--- src/rtl/gesture_event_buffer_pkg.sv ---
// Shared gesture definitions for the PAJ7620 gesture event path: code
// encoding, gesture byte bit positions and the decode / LED helpers.
package gesture_event_buffer_pkg;

  localparam int CODE_W = 4;

  typedef enum logic [CODE_W-1:0] {
    GEST_NONE = 4'd0,
    GEST_UP   = 4'd1,
    GEST_DOWN = 4'd2,
    GEST_LEFT = 4'd3,
    GEST_RGHT = 4'd4,
    GEST_FWD  = 4'd5,
    GEST_BACK = 4'd6,
    GEST_CW   = 4'd7,
    GEST_CCW  = 4'd8
  } gest_code_e;

  localparam int BIT_UP   = 0;
  localparam int BIT_DOWN = 1;
  localparam int BIT_LEFT = 2;
  localparam int BIT_RGHT = 3;
  localparam int BIT_FWD  = 4;
  localparam int BIT_BACK = 5;
  localparam int BIT_CW   = 6;
  localparam int BIT_CCW  = 7;

  // Lowest set bit wins; an all-zero byte decodes to GEST_NONE.
  function automatic logic [CODE_W-1:0] decode_gesture(input logic [7:0] gest);
    logic [CODE_W-1:0] code;
    code = GEST_NONE;
    for (int i = BIT_CCW; i >= BIT_UP; i--) begin
      if (gest[i]) code = CODE_W'(i + 1);
    end
    return code;
  endfunction

  // Code 1..8 to one-hot LED pattern; anything else gives no LED.
  function automatic logic [7:0] code_to_led(input logic [CODE_W-1:0] code);
    logic [7:0] led;
    led = '0;
    for (int i = 0; i < 8; i++) begin
      if (code == CODE_W'(i + 1)) led[i] = 1'b1;
    end
    return led;
  endfunction

endpackage

--- src/rtl/gesture_event_buffer_fifo.sv ---
// gesture_fifo: DEPTH_P x 4-bit circular FIFO with push/pop/full/empty/count.
// A push while full is only taken when a pop frees a slot in the same cycle.
module gesture_fifo
  import gesture_event_buffer_pkg::*;
#(
  parameter int DEPTH_P = 4
) (
  input  logic              Clk_i,
  input  logic              Reset_i,
  input  logic              push,
  input  logic [CODE_W-1:0] push_code,
  input  logic              pop,
  output logic [CODE_W-1:0] head_code,
  output logic              full,
  output logic              empty,
  output logic [4:0]        count
);

  localparam int PTR_W = (DEPTH_P > 1) ? $clog2(DEPTH_P) : 1;
  localparam int CNT_W = $clog2(DEPTH_P + 1);
  localparam logic [CNT_W-1:0] FULL_CNT = CNT_W'(DEPTH_P);

  logic [CODE_W-1:0] mem [DEPTH_P];
  logic [PTR_W-1:0]  wr_ptr;
  logic [PTR_W-1:0]  rd_ptr;
  logic [CNT_W-1:0]  cnt_q;
  logic              do_push;
  logic              do_pop;

  assign empty     = (cnt_q == '0);
  assign full      = (cnt_q == FULL_CNT);
  assign do_pop    = pop & ~empty;
  assign do_push   = push & (~full | do_pop);
  assign head_code = empty ? '0 : mem[rd_ptr];
  assign count     = 5'(cnt_q);

  // Pointer and occupancy bookkeeping; power-of-two depth wraps naturally.
  always_ff @(posedge Clk_i or negedge Reset_i) begin
    if (!Reset_i) begin
      wr_ptr <= '0;
      rd_ptr <= '0;
      cnt_q  <= '0;
    end else begin
      if (do_push) wr_ptr <= wr_ptr + PTR_W'(1);
      if (do_pop)  rd_ptr <= rd_ptr + PTR_W'(1);
      case ({do_push, do_pop})
        2'b10:   cnt_q <= cnt_q + CNT_W'(1);
        2'b01:   cnt_q <= cnt_q - CNT_W'(1);
        default: cnt_q <= cnt_q;
      endcase
    end
  end

  // Storage write; contents are masked by empty so they need no reset.
  always_ff @(posedge Clk_i) begin
    if (do_push) mem[wr_ptr] <= push_code;
  end

endmodule

--- src/rtl/gesture_event_buffer.sv ---
// gesture_event_buffer: edge-detects the PAJ7620 data-available flag, decodes
// the gesture byte, queues codes in gesture_fifo and drives held gesture LEDs.
// Optional build macro GESTURE_REPEAT_FILTER_EN drops repeats of the last
// accepted code inside REPEAT_WINDOW_P cycles.
module gesture_event_buffer
  import gesture_event_buffer_pkg::*;
#(
  parameter int DEPTH_P         = 4,
  parameter int HOLD_CYCLES_P   = 25000000,
  parameter int REPEAT_WINDOW_P = 50000000
) (
  input  logic       Clk_i,
  input  logic       Reset_i,
  input  logic [7:0] Gesture_i,
  input  logic       Data_Available_i,
  output logic [3:0] Code_o,
  output logic       Valid_o,
  input  logic       Ready_i,
  output logic [4:0] Count_o,
  output logic [7:0] Led_o,
  output logic       Overflow_o
);

  localparam int HOLD_W = $clog2(HOLD_CYCLES_P + 1);
  localparam logic [HOLD_W-1:0] HOLD_LOAD = HOLD_W'(HOLD_CYCLES_P - 1);

  logic              da_p0;
  logic              sample_evt;
  logic [CODE_W-1:0] code_p0;
  logic              vld_p1;
  logic [CODE_W-1:0] code_p1;
  logic              accept;
  logic              fifo_full;
  logic              fifo_empty;
  logic [HOLD_W-1:0] hold_q;

  assign sample_evt = Data_Available_i & ~da_p0;
  assign code_p0    = decode_gesture(Gesture_i);

  // Delay flop for rising-edge detection of the data-available flag.
  always_ff @(posedge Clk_i or negedge Reset_i) begin
    if (!Reset_i) da_p0 <= 1'b0;
    else          da_p0 <= Data_Available_i;
  end

  // ---- stage p0 -> p1: register decoded code and push request ----
  always_ff @(posedge Clk_i or negedge Reset_i) begin
    if (!Reset_i) vld_p1 <= 1'b0;
    else          vld_p1 <= sample_evt && (code_p0 != GEST_NONE);
  end

  // Code data register, captured only on a sample event.
  always_ff @(posedge Clk_i) begin
    if (sample_evt) code_p1 <= code_p0;
  end

`ifdef GESTURE_REPEAT_FILTER_EN
  localparam int WIN_W = $clog2(REPEAT_WINDOW_P + 1);
  localparam logic [WIN_W-1:0] WIN_LOAD = WIN_W'(REPEAT_WINDOW_P - 1);

  logic [WIN_W-1:0]  win_q;
  logic [CODE_W-1:0] last_code_q;

  assign accept = vld_p1 & ~((code_p1 == last_code_q) && (win_q != '0));

  // Repeat window: restarted only by an accepted gesture, saturates at 0.
  always_ff @(posedge Clk_i or negedge Reset_i) begin
    if (!Reset_i) begin
      win_q       <= '0;
      last_code_q <= '0;
    end else if (accept) begin
      win_q       <= WIN_LOAD;
      last_code_q <= code_p1;
    end else if (win_q != '0) begin
      win_q <= win_q - WIN_W'(1);
    end
  end
`else
  logic unused_repeat_window;

  assign accept = vld_p1;
  assign unused_repeat_window = ^REPEAT_WINDOW_P;
`endif

  // ---- stage p1 -> FIFO / LEDs ----
  gesture_fifo #(
    .DEPTH_P (DEPTH_P)
  ) u_fifo (
    .Clk_i     (Clk_i),
    .Reset_i   (Reset_i),
    .push      (accept),
    .push_code (code_p1),
    .pop       (Ready_i),
    .head_code (Code_o),
    .full      (fifo_full),
    .empty     (fifo_empty),
    .count     (Count_o)
  );

  assign Valid_o = ~fifo_empty;

  // Sticky overflow: an accepted gesture met a full FIFO with no pop.
  always_ff @(posedge Clk_i or negedge Reset_i) begin
    if (!Reset_i)                              Overflow_o <= 1'b0;
    else if (accept && fifo_full && !Ready_i)  Overflow_o <= 1'b1;
  end

  // LED hold timer: each accepted gesture replaces the LED and restarts it.
  always_ff @(posedge Clk_i or negedge Reset_i) begin
    if (!Reset_i) begin
      Led_o  <= '0;
      hold_q <= '0;
    end else if (accept) begin
      Led_o  <= code_to_led(code_p1);
      hold_q <= HOLD_LOAD;
    end else if (hold_q != '0) begin
      hold_q <= hold_q - HOLD_W'(1);
    end else begin
      Led_o <= '0;
    end
  end

endmodule

--- config.mk ---
export PLATFORM = sky130hd
export DESIGN_NAME = gesture_event_buffer
export DESIGN_NICKNAME = d
export VERILOG_FILES = /design/src/rtl/gesture_event_buffer_pkg.sv /design/src/rtl/gesture_event_buffer_fifo.sv /design/src/rtl/gesture_event_buffer.sv
export SDC_FILE = /design/constraint.sdc
export NUM_CORES = 1
export LEC_CHECK = 0
export BUFFER_PORTS_ARGS = -buffer_cell sky130_fd_sc_hd__buf_2
export CAP_MARGIN = 20
export CORE_UTILIZATION = 50
export DETAILED_ROUTE_END_ITERATION = 7
export PLACE_DENSITY = 0.72
export SYNTH_ARGS = -nofsm -noshare
export SYNTH_HDL_FRONTEND = slang
export SYNTH_SLANG_ARGS = --single-unit
export TNS_END_PERCENT = 10
--- constraint.sdc ---
create_clock -name Clk_i -period 2 [get_ports Clk_i]
set_clock_uncertainty 0.05 [all_clocks]
set_input_delay 0.2 -clock Clk_i [delete_from_list [all_inputs] [get_ports Clk_i]]
set_output_delay 0.2 -clock Clk_i [all_outputs]
set_load 0.02 [all_outputs]
## After elaboration in Yosys (flattened, before gate mapping)

Memory sizes are Yosys's and may differ from the RTL's.
Index checks and enable logic that the tools add are counted.

| cells by class | value |
|---|---|
| add/sub/neg operators | 5 |
| equal/unequal tests | 12 |
| muxes and demuxes | 24 |
| bitwise gates (word level) | 7 |
| reductions and logical operators | 9 |

Operators with widths:

| cell | number |
|---|---|
| 25-bit two-way mux | 2 |
| 4-bit two-way mux | 9 |
| 25-bit nonzero test | 1 |
| 25-bit by 1-bit subtractor with 25-bit output (second input constant) | 1 |
| 4-bit by 3-bit == test with 1-bit output (second input constant) | 4 |
| 8-bit two-way mux | 2 |
| 1-bit two-way mux | 10 |
| 4-bit by 2-bit == test with 1-bit output (second input constant) | 2 |
| 3-bit one-hot mux with 2 select lines | 1 |
| 2-bit by 1-bit adder with 2-bit output (second input constant) | 2 |
| 4-bit by 1-bit == test with 1-bit output (second input constant) | 1 |
| 4-bit == test (second input constant) | 1 |
| 2-bit nonzero test | 2 |
| 4-bit nonzero test | 1 |
| 3-bit by 1-bit adder with 3-bit output (second input constant) | 1 |
| 1-bit AND | 3 |
| 3-bit == test (second input constant) | 1 |
| 1-bit logical AND | 3 |
| 3-bit zero test | 1 |
| 1-bit NOT | 3 |
| 3-bit by 1-bit subtractor with 3-bit output (second input constant) | 1 |
| 2-bit by 1-bit == test with 1-bit output (second input constant) | 1 |
| 2-bit == test (second input constant) | 1 |
| 2-bit != test (second input constant) | 1 |
| 2 further kinds | 2 |

| storage, ports and cells | value |
|---|---|
| flip-flop bits (word level) | 47 |
| RAM bits | 16 |
| output and inout port bits | 19 |
| memories | 1 |

Memory list:

| memory | words | width | rd ports | clocked after memory_dff | wr ports | RTL line | source |
|---|---|---|---|---|---|---|---|
| u_fifo.mem | 4 | 4 | 1 | 0 | 1 | gesture_event_buffer_fifo.sv:23 | `logic [CODE_W-1:0] mem [DEPTH_P];` |

## Logic depth before layout (Yosys ltp)

| logic depth | value |
|---|---|
| word-level depth | 10 |
| gate-level depth with buffers | 9 |
| depth with buffers taken out | 9 |

## Cells and area by module

Synthesis repeated with hierarchy kept, for this count alone.

| second synthesis, totals | value |
|---|---|
| cells, all modules | 264 |
| area total of the unflattened synthesis | 3,066.7 um^2 |

Modules (own cells, without submodules):

| module | instances | cells an instance | area each (um^2) |
|---|---|---|---|
| gesture_event_buffer | 1 | 197 | 2,005.7 |
| gesture_fifo | 1 | 67 | 1,061.0 |

## Worst setup path after synthesis

No wires, ideal clock.

| path | value |
|---|---|
| kind | reg-to-reg |
| start | register u_fifo.cnt_q[0] |
| end | register u_fifo.cnt_q[2] |
| library setup time | 132 ps |
| arrival | 1,991 ps |
| slack | -172 ps |
| stages on the path, launching flop included | 9 |
| buffers on the path | 0 |
| period minus slack after synthesis | 2,172 ps |
| cells stage by stage | dfrtp_1 > or3_1 > and2_1 > ha_1 > inv_1 > fa_1 > xor2_1 > nor2_1 > xor2_1 |

| on the way | value |
|---|---|
| longest elaborated chain between the ends | 7 |

RTL lines:

| element | RTL line | source |
|---|---|---|
| start, declared | gesture_event_buffer_fifo.sv:26 | `logic [CNT_W-1:0] cnt_q;` |
| start signal, assigned | gesture_event_buffer_fifo.sv:47 | `2'b10: cnt_q <= cnt_q + CNT_W'(1);` |
| start signal, assigned | gesture_event_buffer_fifo.sv:48 | `2'b01: cnt_q <= cnt_q - CNT_W'(1);` |
| start signal, assigned | gesture_event_buffer_fifo.sv:49 | `default: cnt_q <= cnt_q;` |
| 3-bit zero test (*) | gesture_event_buffer_fifo.sv:30 | `assign empty = (cnt_q == '0);` |
| 1-bit NOT (*) | -- |  |
| net Valid_o | gesture_event_buffer.sv:17 | `output logic Valid_o,` |
| 1-bit AND (*) | gesture_event_buffer_fifo.sv:32 | `assign do_pop = pop & ~empty;` |
| net u_fifo.do_pop | gesture_event_buffer_fifo.sv:28 | `logic do_pop;` |
| 1-bit bitwise OR | gesture_event_buffer_fifo.sv:33 | `assign do_push = push & (~full \| do_pop);` |
| 1-bit AND | gesture_event_buffer_fifo.sv:33 |  |
| 2-bit by 1-bit == test with 1-bit output or 2-bit == test (tied branches) | gesture_event_buffer_fifo.sv:46 | `case ({do_push, do_pop})` |
| 3-bit one-hot mux with 2 select lines or 2-bit nonzero test (tied branches) | -- |  |

Mark *: on every way through the listed nets, which the timed path passes. The rest lies on a longest branch.
A chain may end at the register's enable or synchronous reset.

## Worst setup path in the final report

| path | value |
|---|---|
| start | register u_fifo.cnt_q[0] |
| end | register u_fifo.cnt_q[2] |

| on the way | value |
|---|---|
| longest elaborated chain between the ends | 7 |

RTL lines:

| element | RTL line |
|---|---|
| 3-bit zero test (*) | gesture_event_buffer_fifo.sv:30 |
| 1-bit NOT (*) | gesture_event_buffer_fifo.sv:32 |
| 1-bit AND (*) | gesture_event_buffer_fifo.sv:32 |
| net u_fifo.do_pop | gesture_event_buffer_fifo.sv:28 |
| 1-bit bitwise OR | gesture_event_buffer_fifo.sv:33 |
| 1-bit AND | gesture_event_buffer_fifo.sv:33 |
| 2-bit by 1-bit == test with 1-bit output or 2-bit == test (tied branches) | gesture_event_buffer_fifo.sv:46 |
| 3-bit one-hot mux with 2 select lines or 2-bit nonzero test (tied branches) | -- |

Marks and branches as above.

==> impl_metrics.json <==
{
  "peakVddDrop_mv": 0.6830,
  "pin_count": 31,
  "ant_nets": 0,
  "pwr-share-comb_pct": 27.6,
  "grt_pass1_vias": 2145,
  "powerDensity_mw_per_mm2": 971.7,
  "area_growth_pct": 23.57,
  "relSlewSlack_pct": 62.97,
  "crit_fanout": 6,
  "ys_warn_count": 0,
  "root_buffer": "clkbuf_8",
  "worstPathArrival_ns": 2.20,
  "rows": 28,
  "synth_edf_count": 20,
  "max-cap-violations": 0,
  "cts_tree": "built",
  "path_common_cell": "xor2_1",
  "synthXorXnorAreaFrac_pct": 5.451,
  "grt_max_degree": 44,
  "holdCritPathClass": "primary input to flop",
  "p_sw_share_pct": 33.02,
  "slowest_stage": "dfrtp_2",
  "die_w_um": 80.14,
  "synth_seq_area_share_pct": 54.92,
  "syn_area_sq_mm": 0.003053,
  "gp_congestion": 0.7792,
  "grt_pass1_wl_mm": 9.942,
  "globalRouteTotalUtil_pct": 20.78,
  "drt_iter0_markers": 132,
  "fin_crit_sh_pct": 101.4,
  "rsz0062_at_grt": "true",
  "p_switching_uw": 1210,
  "endpoint_kind": "flop",
  "synth.area.top_cells": "dfrtp_1 (35%), edfxtp_1 (20%), xor2_1 (3.4%)",
  "violations": "design-rule violations, negative setup slack",
  "worstMarginPinSlew_ns": 0.5555,
  "drc": 1,
  "dieHeight_um": 80.14,
  "dr_total_vias": 2236,
  "status": "complete, but fails checks",
  "setup_violations": 1,
  "cts-htree-levels": 3,
  "clkSinkCount": 63,
  "antenna_found_initial": 0,
  "synth_mux_area_share_pct": 4.303,
  "crit_type": "flop to flop",
  "first_pass_iters": 6,
  "required_ns": 2.17,
  "synth.distinct_cells": 53,
  "internal-power_uw": 2455,
  "p_clk_share_pct": 26.6,
  "async_reset_ff_share_pct": 68.25,
  "critPathLaunchType": "flop",
  "ys.flop_type": "dfrtp_1",
  "drive_gt1_share_pct": 33.94,
  "dieArea_sq_mm": 0.006422,
  "ys_seq_elements": 63,
  "synthTopCellsByCount": "dfrtp_1 (43), nor2_1 (21), edfxtp_1 (20)",
  "synth_top_family_by_area": "simple AND/OR/NAND/NOR gates",
  "clock_latency_ns": 0.35,
  "power.leakage_uw": 0.001507,
  "yosys.area.top_type_share_pct": 35.25,
  "cp_cell_sequence": "buf_4, or3_4, and2_4, ha_4, inv_2, fa_2, xor2_1, nor2_1, xor2_1",
  "final_max_slew_viol_count": 0,
  "pwr-share-seq_pct": 45.8,
  "routed_wl_mm": 6.169,
  "dpl.hpwl_mm": 4.092,
  "postLayoutCoreUtil_pct": 63.72,
  "antenna_cells": 0,
  "period_needed_ns": 2.028,
  "numCtsBuffers": 9,
  "clk_pin_slew_worst_paths_ns": 0.07,
  "wl_per_cell_um": 15.35,
  "postSynthAreaPerCell_sq_um": 11.65,
  "final_net_count": 342,
  "finalSetupTns_ns": -0.02807,
  "viasPerCell": 5.562,
  "clk_path_buf_depth": 2,
  "fin_ws_ns": -0.02807,
  "postSynthCellCount": 262,
  "synthAdderAreaFrac_pct": 3.525,
  "grt_overflow_total": 0,
  "port_buffers": 28,
  "synth_compound_area_share_pct": 9.098,
  "finalPower_uw": 3665,
  "initial_core_util_pct": 51.56,
  "finalHoldViolations": 0,
  "yosys.area.top_type": "dfrtp_1",
  "synthSimpleGateAreaFrac_pct": 19.59,
  "synth_most_common_cell": "dfrtp_1",
  "max_stage_delay_ns": 0.43,
  "core_area_sq_mm": 0.005921,
  "fmax_mhz": 493.1
}
-- layout make-up --
cell class              count  area [sq um]
fillers                   466          2148
flip-flops and latches     63          1680
multi-input cells         178          1410
repair buffers             57         366.6
clock buffers               9         123.9
well taps                  75         93.84
clock inverters             7         48.80
inverters                  13         48.80
-- metrics by stage --
step / cells / setup slack, ns / hold slack (ns) / instance area [sq um]
final: 402 / -0.02807 / 0.1124 / 3772
after global routing: 402 / -0.1441 / 0.1173 / 3772
after CTS: 398 / -0.02989 / 0.1056 / 3657
after detailed placement: 378 / -0.05967 / 0.2645 / 3448
after global placement: 378 / 0.04866 / 0.2640 / 3448
after floorplan: 263 / 0.006023 / -0.1456 / 3099
-- registers in the layout (all words and copies together) (netlist names) --
signal         count
Led_o              8
Overflow_o         1
accept             1
code_p1            4
da_p0              1
hold_q            25
u_fifo.cnt_q       3
u_fifo.mem        16
u_fifo.rd_ptr      2
u_fifo.wr_ptr      2
-- path summary, 6_finish.rpt --
path                                  from  cells after the start  slack, ns                to
setup / recovery           u_fifo.cnt_q[0]                      9      -0.03   u_fifo.cnt_q[2]
hold / removal                Gesture_i[0]                      2       0.11        code_p1[1]
setup reg to reg           u_fifo.cnt_q[0]                      9      -0.03   u_fifo.cnt_q[2]
hold reg to reg                 Overflow_o                      1       0.43        Overflow_o
max in group asynchronous          Reset_i                      3       1.09   u_fifo.cnt_q[0]
min in group asynchronous          Reset_i                      3       0.41  u_fifo.rd_ptr[1]
-- cell families (layout without fill, tap and decap cells) --
| logic type | Yosys count | count (layout) |
|---|---|---|
| simple gates | 102 | 102 |
| flops | 63 | 63 |
| compound gates | 39 | 39 |
| buf+inv | 22 | 86 |
| xor+xnor | 19 | 19 |
| fa+ha+maj | 8 | 8 |
| mux | 8 | 8 |
| other cells | 1 | 2 |
-- timing repair --
item                                   4_1_cts  5_1_grt
setup endpoints to repair                    3       28
hold buffers                                 2        0
endpoints found under the hold margin       44        0
resized for setup                            2       21
pin swaps                                    1        6
buffers inserted                             2        4
-- layer usage --
metal	vias up	global-route usage (%)	part of all wire, %
li1	1072	-	-
met1	1104	26.58	46
met2	51	32.91	49
met3	9	5.909	3.5
met4	0	8.929	1.6
met5	-	0	0
-- placed cells by master (no fill, tap or decap), drive strengths merged, types with 3 or more instances in the layout --
cell type,count
buf,55
dfrtp,43
nor2,21
edfxtp,20
nor3,16
inv,14
xor2,12
o21ai,12
nand2,11
clkbuf,9
and2,9
nor4,8
nor2b,7
xnor2,7
nand3,7
ha,7
or3,6
clkinv,6
mux4,4
a32o,4
o31ai,4
mux2i,3
a22o,3
or4,3
o211ai,3
-- worst max-delay path, delay by kind of cell (launching register included) --
family,cells,cell delay (ns)
DFF,1,0.43
buffers and inverters,2,0.18
and+or+nand+nor,3,0.62
xor gates and xnor gates,2,0.28
adders and majority gates,2,0.34
-- power groups by stage --
stage / clock [uW] / combinational (uW) / sequential [uW]
after detailed placement: 0 / 943 / 1710
after global placement: 0 / 914 / 1700
after CTS: 983 / 986 / 1680
after floorplan: 0 / 622 / 1720
after global routing: 1050 / 1140 / 1710
final: 973 / 1010 / 1680
Note: power is estimated with default switching activity, not from simulation.
